--- src/rtl/fir_mac_sequencer_if.sv ---
// rtl/fir_mac_sequencer_if.sv - sample, result and coefficient port bundle for fir_mac_sequencer
interface fir_mac_sequencer_if;
    logic signed [15:0] in_data;
    logic               in_valid;
    logic               in_ready;
    logic signed [15:0] out_data;
    logic               out_valid;
    logic               out_ready;
    logic               coef_we;
    logic [3:0]         coef_addr;
    logic signed [15:0] coef_data;
    logic               busy;

    modport slave (
        input  in_data, in_valid, out_ready, coef_we, coef_addr, coef_data,
        output in_ready, out_data, out_valid, busy
    );

    modport master (
        output in_data, in_valid, out_ready, coef_we, coef_addr, coef_data,
        input  in_ready, out_data, out_valid, busy
    );
endinterface

--- src/rtl/fir_mac_sequencer.sv ---
// rtl/fir_mac_sequencer.sv - 20-tap symmetric FIR, one shared pre-adder/multiplier over 10 MAC cycles
module fir_mac_sequencer (
    input  logic              clk,
    input  logic              rst,
    fir_mac_sequencer_if.slave bus
);
    typedef enum logic [1:0] {IDLE, MAC, OUT} state_t;

    function automatic logic signed [15:0] coef_default(input int idx);
        case (idx)
            0:       return 16'hFFEB;
            1:       return 16'h0008;
            2:       return 16'h0022;
            3:       return 16'h004F;
            4:       return 16'h008F;
            5:       return 16'h00DC;
            6:       return 16'h012E;
            7:       return 16'h017A;
            8:       return 16'h01B5;
            default: return 16'h01D5;
        endcase
    endfunction

    state_t             state_q;
    logic signed [15:0] dl_q [20];
    logic signed [15:0] coef_q [10];
    logic [4:0]         wptr_q;
    logic [3:0]         k_q;
    logic signed [37:0] acc_q;
    logic signed [15:0] out_data_q;
    logic               out_valid_q;
    logic               in_ready_q;
    logic               busy_q;

    logic [4:0]         rd_a;
    logic [4:0]         rd_b;
    logic [4:0]         sum_b;
    logic signed [16:0] pre_add;
    logic signed [32:0] product;
    logic signed [37:0] acc_d;

    // wptr_q already points past the newest sample, so x[n-k] sits at wptr-1-k
    // and its partner x[n-19+k] sits at wptr+k, both modulo 20.
    always_comb begin
        rd_a    = (wptr_q > {1'b0, k_q}) ? (wptr_q - 5'd1 - {1'b0, k_q})
                                         : (wptr_q + 5'd19 - {1'b0, k_q});
        sum_b   = wptr_q + {1'b0, k_q};
        rd_b    = (sum_b >= 5'd20) ? (sum_b - 5'd20) : sum_b;
        pre_add = $signed({dl_q[rd_a][15], dl_q[rd_a]}) + $signed({dl_q[rd_b][15], dl_q[rd_b]});
        product = $signed({{16{pre_add[16]}}, pre_add}) * $signed({{17{coef_q[k_q][15]}}, coef_q[k_q]});
        acc_d   = acc_q + $signed({{5{product[32]}}, product});
    end

    always_ff @(posedge clk) begin
        if (rst) begin
            state_q     <= IDLE;
            for (int i = 0; i < 20; i++) dl_q[i] <= '0;
            for (int i = 0; i < 10; i++) coef_q[i] <= coef_default(i);
            wptr_q      <= '0;
            k_q         <= '0;
            acc_q       <= '0;
            out_data_q  <= '0;
            out_valid_q <= 1'b0;
            in_ready_q  <= 1'b1;
            busy_q      <= 1'b0;
        end else begin
            case (state_q)
                IDLE: begin
                    if (bus.coef_we && bus.coef_addr <= 4'd9)
                        coef_q[bus.coef_addr] <= bus.coef_data;
                    if (bus.in_valid) begin
                        dl_q[wptr_q] <= bus.in_data;
                        wptr_q       <= (wptr_q == 5'd19) ? 5'd0 : wptr_q + 5'd1;
                        acc_q        <= '0;
                        k_q          <= '0;
                        state_q      <= MAC;
                        in_ready_q   <= 1'b0;
                        busy_q       <= 1'b1;
                    end
                end
                MAC: begin
                    acc_q <= acc_d;
                    k_q   <= k_q + 4'd1;
                    if (k_q == 4'd9) begin
                        state_q     <= OUT;
                        out_valid_q <= 1'b1;
                        out_data_q  <= acc_d[27:12];
                    end
                end
                OUT: begin
                    if (bus.out_ready) begin
                        state_q     <= IDLE;
                        out_valid_q <= 1'b0;
                        in_ready_q  <= 1'b1;
                        busy_q      <= 1'b0;
                    end
                end
                default: state_q <= IDLE;
            endcase
        end
    end

    assign bus.in_ready  = in_ready_q;
    assign bus.busy      = busy_q;
    assign bus.out_valid = out_valid_q;
    assign bus.out_data  = out_data_q;
endmodule

--- src/flat_wrapper.sv ---
// flat-port wrapper written by rule: the top's interface ports become plain ports
module fir_mac_sequencer_flat 
  (clk, rst, bus_in_data, bus_in_valid, bus_out_ready, bus_coef_we, bus_coef_addr, bus_coef_data, bus_in_ready, bus_out_data, bus_out_valid, bus_busy);
  fir_mac_sequencer_if bus_i ();
  input  logic clk;
  input  logic rst;
  input wire logic [$bits(bus_i.in_data)-1:0] bus_in_data;
  input wire logic [$bits(bus_i.in_valid)-1:0] bus_in_valid;
  input wire logic [$bits(bus_i.out_ready)-1:0] bus_out_ready;
  input wire logic [$bits(bus_i.coef_we)-1:0] bus_coef_we;
  input wire logic [$bits(bus_i.coef_addr)-1:0] bus_coef_addr;
  input wire logic [$bits(bus_i.coef_data)-1:0] bus_coef_data;
  output wire logic [$bits(bus_i.in_ready)-1:0] bus_in_ready;
  output wire logic [$bits(bus_i.out_data)-1:0] bus_out_data;
  output wire logic [$bits(bus_i.out_valid)-1:0] bus_out_valid;
  output wire logic [$bits(bus_i.busy)-1:0] bus_busy;
  assign bus_i.in_data = bus_in_data;
  assign bus_i.in_valid = bus_in_valid;
  assign bus_i.out_ready = bus_out_ready;
  assign bus_i.coef_we = bus_coef_we;
  assign bus_i.coef_addr = bus_coef_addr;
  assign bus_i.coef_data = bus_coef_data;
  assign bus_in_ready = bus_i.in_ready;
  assign bus_out_data = bus_i.out_data;
  assign bus_out_valid = bus_i.out_valid;
  assign bus_busy = bus_i.busy;
  fir_mac_sequencer u_core (.clk(clk), .rst(rst), .bus(bus_i));
endmodule
--- config.mk ---
export PLATFORM = sky130hd
export DESIGN_NAME = fir_mac_sequencer_flat
export DESIGN_NICKNAME = d
export VERILOG_FILES = /design/src/rtl/fir_mac_sequencer_if.sv /design/src/rtl/fir_mac_sequencer.sv /design/src/flat_wrapper.sv
export SDC_FILE = /design/constraint.sdc
export NUM_CORES = 2
export LEC_CHECK = 0
export CORE_MARGIN = 2
export CORE_UTILIZATION = 35
export CTS_CLUSTER_SIZE = 16
export DETAILED_ROUTE_END_ITERATION = 16
export SYNTH_ARGS = -nofsm -noshare
export SYNTH_HDL_FRONTEND = slang
export SYNTH_SLANG_ARGS = --single-unit
export TNS_END_PERCENT = 20
--- constraint.sdc ---
create_clock -name clk -period 26.7 [get_ports clk]
set_input_delay 5.34 -clock clk [delete_from_list [all_inputs] [get_ports clk]]
set_output_delay 5.34 -clock clk [all_outputs]
set_load 0.01 [all_outputs]
* Yosys cells after proc, flatten, opt, wreduce, memory -nomap -nowiden
Memories as Yosys holds them, arrays and structs flattened. A register that Yosys moved wholly into a read port is not among the register bits.
Cells that the tools add are included.
** Storage, ports and cells
- Word-level logic and storage cells :: 91
- Latch bits :: 0
- Bits of input ports :: 41
- Memory bits (read-only) :: 0
- Bits in writable memories :: 480
- Memories :: 2
- Register bits :: 68
** Memory list
- u_core.dl_q :: words 20, bits a word 16, read ports 2, clocked after Yosys merged registers in 0, write ports 20, RTL line fir_mac_sequencer.sv:25 : logic signed [15:0] dl_q [20];
- u_core.coef_q :: words 10, bits a word 16, read ports 1, clocked after Yosys merged registers in 1, write ports 10, RTL line fir_mac_sequencer.sv:26 : logic signed [15:0] coef_q [10];
** Operators by class
- Multiply operators :: 1
- Multiplexer cells :: 47
- Bitwise logic cells :: 0
- Divide/modulo/power cells :: 0
- Order comparisons :: 3
- Reduce and logical (&&, ||, !) cells :: 13
- Eq/ne operators :: 7
- Shifts and indexed selects :: 0
- $add $sub $neg :: 10
** Operators with widths (count)
- 16-bit 2-to-1 mux :: 12
- 38-bit case mux with 2 select lines :: 1
- 38-bit by 33-bit adder with 38-bit output :: 1
- 38-bit 2-to-1 mux :: 1
- 17-bit by 16-bit multiplier with 33-bit output :: 1
- 16-bit OR reduction :: 2
- 5-bit 2-to-1 mux :: 4
- 16-bit by 16-bit adder with 17-bit output :: 1
- 1-bit 2-to-1 mux :: 17
- 4-bit 2-to-1 mux :: 4
- 5-bit by 4-bit subtractor with 5-bit output :: 2
- 3-bit AND reduction :: 3
- 4-bit case mux with 2 select lines :: 1
- 2-bit 2-to-1 mux :: 3
- 1-bit case mux with 2 select lines :: 3
- 2-bit case mux with 3 select lines :: 1
- 2-bit AND reduction :: 3
- 2-bit nonzero test :: 3
- 5-bit by 1-bit adder with 5-bit output, second input constant :: 1
- 5-bit by 4-bit adder with 5-bit output :: 1
- 5-bit adder, second input constant :: 1
- 5-bit == test, second input constant :: 1
- 5-bit >= comparator, second input constant :: 1
- 5-bit by 4-bit greater-than comparator with 1-bit output :: 1
- 11 further kinds :: 12

* Longest topological paths before layout
- Depth after elaboration :: 8
- Mapped depth :: 50

* Worst setup path before layout
No wires, ideal clock.
- Kind :: register to register
- From :: reg u_core.k_q[1]
- To :: reg u_core.acc_q[25]
- Buffers on the path :: 3
- Period minus slack after synthesis :: 11.245 ns
- Cell stages (with the launch flop) :: 45
- Data arrival time :: 11.171 ns
- Setup slack :: 15.455 ns
- Library setup time :: 0.074 ns
- Cell sequence :: dfxtp_1 inv_1 ha_1 fa_1 inv_1 ha_1 mux2i_1 buf_2 clkbuf_1 buf_2 mux4_2 mux4_2 mux2_2 ha_1 inv_1 fa_1 nor2b_1 o31a_1 [9 not listed] inv_1 fa_1 fa_1 fa_1 inv_1 fa_1 inv_1 fa_1 inv_1 ha_1 nand4_1 or2_2 o31ai_1 a31oi_1 o21bai_1 a21oi_1 or3_1 a31oi_1
** On the way
- Longest elaborated chain between the ends :: 8
** Ends and longest elaborated chain
- from (decl) :: RTL line fir_mac_sequencer.sv:28 : logic [3:0] k_q;
- from (signal assigned) :: RTL line fir_mac_sequencer.sv:83 : k_q <= k_q + 4'd1;
- 5-bit by 4-bit adder with 5-bit output :: RTL line fir_mac_sequencer.sv:47 : sum_b = wptr_q + {1'b0, k_q};
- 5-bit subtractor / 5-bit >= comparator (equally long branches) :: RTL line fir_mac_sequencer.sv:48 : rd_b = (sum_b >= 5'd20) ? (sum_b - 5'd20) : sum_b;
- 5-bit 2-to-1 mux :: RTL line fir_mac_sequencer.sv:48
- memory read 20 x 16 bit *
- 16-bit by 16-bit adder with 17-bit output * :: RTL line fir_mac_sequencer.sv:49 : pre_add = $signed({dl_q[rd_a][15], dl_q[rd_a]}) + $signed({dl_q[rd_b][15], dl_q[rd_b]});
- 17-bit by 16-bit multiplier with 33-bit output * :: RTL line fir_mac_sequencer.sv:50 : product = $signed({{16{pre_add[16]}}, pre_add}) * $signed({{17{coef_q[k_q][15]}}, coef_q[k_q]});
- 38-bit by 33-bit adder with 38-bit output * :: RTL line fir_mac_sequencer.sv:51 : acc_d = acc_q + $signed({{5{product[32]}}, product});
- 38-bit case mux with 2 select lines * :: RTL line fir_mac_sequencer.sv:67 : case (state_q)
- to (signal assigned) :: RTL line fir_mac_sequencer.sv:61 : acc_q <= '0;
- to (signal assigned) :: RTL line fir_mac_sequencer.sv:74 : acc_q <= '0;
- to (signal assigned) :: RTL line fir_mac_sequencer.sv:82 : acc_q <= acc_d;
- to (decl) :: RTL line fir_mac_sequencer.sv:29 : logic signed [37:0] acc_q;
Every way passes the cells marked *; elsewhere a longest branch is shown, timed or not.
A chain may end at the register's enable or synchronous reset.

* Worst setup path after layout
Ends and elaborated chain as after synthesis.

==> results by group <==
Min path
  • Min-delay worst type: reg2reg
  • Hold EP: u_core.bus.out_data[3]$_SDFFE_PP0P_
  • Hold Path Stages: 2
  • Hold Startpoint: u_core.bus.out_data[3]$_SDFFE_PP0P_

Critical path
  • Slowest CP cell: o31ai_1
  • Crit path DAT: 13.82 ns
  • Largest stage delay, worst path: ~0.76 ns
  • FF-to-FF End: u_core.acc_q[25]$_SDFFE_PP0P_
  • Worst reg-to-reg setup slack: between 10 and 15 ns
  • Register-to-Register Path Depth: between 40 and 50
  • R2R Path Start: u_core.k_q[1]$_SDFFE_PP0P_
  • Crit path capture type: flop
  • Critical path startpoint category: flop
  • CP Max Fanout: ~130
  • Critical Path RT: 27.31 ns
  • CP Class: reg2reg
  • Most used cell, CP: fa_1

Route
  • Routed wire length: 133500 microns
  • DR iter-0 viols: between 2000 and 3000
  • Drc violations: 0
  • Via density per instance: 5.240
  • Routed Antenna Nets: 0
  • WL/cell: ~23 microns
  • DR vias: ~31000
  • Drt pass-1 iters: 5

Clocking
  • Clock slew seen by the registers of the worst setup and hold paths: about 0.060 ns
  • H-tree levels: 3
  • CTS tree: yes
  • Worst-case clock buffer depth: 3
  • # resized after CTS: 0
  • TritonCTS Buffers: roughly 90
  • Post-CTS setup buffers: 0
  • Num Clock Sinks: a little over 800
  • Hold-fix buffers, CTS: 0
  • Clock Latency Late Sink: 0.71 ns
  • Root Driver: clkbuf_16

Timing
  • Setup Viol. Count Final: 0
  • Final max-slew violation count: 0
  • Fin. Hold Viols: 0
  • Worst Skew: 0.04222 ns
  • Min cycle time layout: 13.20 ns
  • Final setup margin: around 13 ns
  • Setup TNS Final: 0 ns
  • Achievable Freq: about 76 MHz
  • Slew @ Worst Pin: between 1 and 1.5 ns
  • Period utilisation layout: about half
  • RSZ-0062 raised after global routing: false
  • Slew headroom: around a fifth

Synthesis
  • Ys async rst share: 0%
  • Yosys Warn Count: 0
  • Leading post-synthesis cells by cell area: edfxtp_1, mux4_2, fa_1, and2_1, ha_1
  • Ys flop type: edfxtp_1
  • Netlist cell types: 63
  • Mapped cell area: about 0.05 sq mm
  • Post-synth EDFFs: between 700 and 800
  • Mapped Cells: approximately 3800
  • Syn Area/Cell: between 10 and 15 sq um
  • #FFs+latches synth: 830
  • Yosys top cell area share: a little under half
  • Sequential area share after synthesis: 48.44%
  • Synth area leader: edfxtp_1

Global route
  • Vias in the first global route: roughly 32000
  • First-pass GRT wire length: between 200000 and 250000 microns
  • Initial antenna violation count: 3
  • Grt ovf: 0
  • Largest net degree at the start of global routing: 129
  • GRT Overall Usage: 18.55%

Die
  • Die Y: 382.6 microns
  • DIE WIDTH: between 300 and 400 microns
  • Initial Util: between 30% and 40%
  • Number of placed I/O pins: 60
  • Core area: roughly 0.14 sq mm
  • Die area: around 0.15 sq mm
  • Num rows: between 100 and 150

Finish
  • Synthesis-to-finish area growth: 12.35%
  • Final Net Count: ~4300
  • Ratio of cells with drive above 1 in the final layout: about 17%
  • Finished Cell Area: between 0.05 and 0.06 sq mm
  • Utilization after layout: 39.71%

Status
  • Status: complete, no violations

Run
  • Total of max-cap violations: 0

Placed design
  • GP Congestion: 0.8631
  • PortBufs: between 50 and 60
  • Detailed Place HPWL: 86450 microns
  • Pre-CTS WS: ~14 ns
  • Placed Area: around 0.053 sq mm
[sequential cells by signal, indices dropped and copies added (netlist names), 2 cells and up, named ones only]
register             cells
u_core.acc_q            28
u_core.wptr_q            5
u_core.state_q           2
u_core.dl_q            512
u_core.bus.out_data     16
u_core.k_q               4
u_core.coef_q          256
[cell type report]
type / count / area [sq um]
Clock inverter: 48 / 640.6
Fill cell: 13260 / 85570
Sequential cell: 830 / 24310
Multi-Input combinational cell: 2437 / 23980
Inverter: 407 / 1528
Tap cell: 1890 / 2365
Antenna cell: 2 / 5.005
Clock buffer: 114 / 2415
Timing Repair Buffer: 127 / 1124
[worst max path at each step]
| stage | slack [ns] | cells past startpoint | from | end |
|---|---|---|---|---|
| after floorplan | 15.46 | 44 | u_core.k_q[1]$_SDFFE_PP0P_ | u_core.acc_q[25]$_SDFFE_PP0P_ |
| after global placement | 13.86 | 41 | u_core.k_q[0]$_SDFFE_PP0P_ | u_core.acc_q[25]$_SDFFE_PP0P_ |
| after detailed placement | 13.67 | 41 | u_core.k_q[0]$_SDFFE_PP0P_ | u_core.acc_q[25]$_SDFFE_PP0P_ |
| after CTS | 13.63 | 41 | u_core.k_q[0]$_SDFFE_PP0P_ | u_core.acc_q[25]$_SDFFE_PP0P_ |
| after global routing | 12.74 | 39 | u_core.k_q[0]$_SDFFE_PP0P_ | u_core.bus.out_data[11]$_SDFFE_PP0P_ |
| final | 13.50 | 43 | u_core.k_q[1]$_SDFFE_PP0P_ | u_core.acc_q[25]$_SDFFE_PP0P_ |
[per-layer routing]
| metal | global-route usage [%] | vias up | share of wire (%) |
|---|---|---|---|
| met3 | 2.997 | 208 | 6.7 |
| met4 | 6.321 | 2 | 3.4 |
| met1 | 24.41 | 15870 | 41 |
| met2 | 31.11 | 1121 | 49 |
| li1 | - | 13490 | - |
| met5 | 0 | - | 0.0060 |
[synthesized netlist by cell type (all sizes together) (8+ instances only)]
library cell  count
nand3b            9
edfxtp          768
buf              33
or2              39
nand2           381
nand2b           27
nand3           115
xor2             23
fa              263
or3               8
a21oi            76
and2            340
o21bai           16
mux4            358
nor2            297
ha              127
o21a             10
o21ai            50
mux2i            15
mux2             27
clkbuf          193
nor3              9
xnor2            49
dfxtp            62
inv             404
o31ai             8
a21o             17
[cells in the final DEF (no fill, tap or decap), types with 67 or more instances in the layout]
master / count
edfxtp_1: 768
inv_1: 404
nand2_1: 381
mux4_2: 358
and2_1: 338
nor2_1: 283
fa_1: 261
ha_1: 126
nand3_1: 115
conb_1: 96
clkbuf_16: 92
a21oi_1: 75
buf_4: 67
[critical path: cells and delay by family, from the launching register on]
kind	cells	cell delay [ns]
muxes	4	1.71
DFF	1	0.43
xor gates and xnor gates	1	0.74
buffers and inverters	7	1.07
and+or+nand+nor	8	1.30
AOI/OAI and AO/OA	13	3.47
adders and majority gates	10	4.28
[metrics by stage]
stage / hold slack (ns) / instances
floorplan: 0.4478 / 3900
global placement: 0.4508 / 5691
detailed placement: 0.4494 / 5691
CTS: 0.4597 / 5853
global route: 0.4785 / 5855
finish: 0.4563 / 5855
[cells by family after synthesis]
logic type | share of synthesized area (%)
simple gates | 12.09
flops | 48.44
buf+inv | 4.786
mux | 16.98
fa+ha+maj | 13.66
compound gates | 2.646
xor+xnor | 1.394
other cells | 0.007475
Power is not shown: default switching activity piles up to over one toggle a cycle in this logic, so the estimate is an artifact.
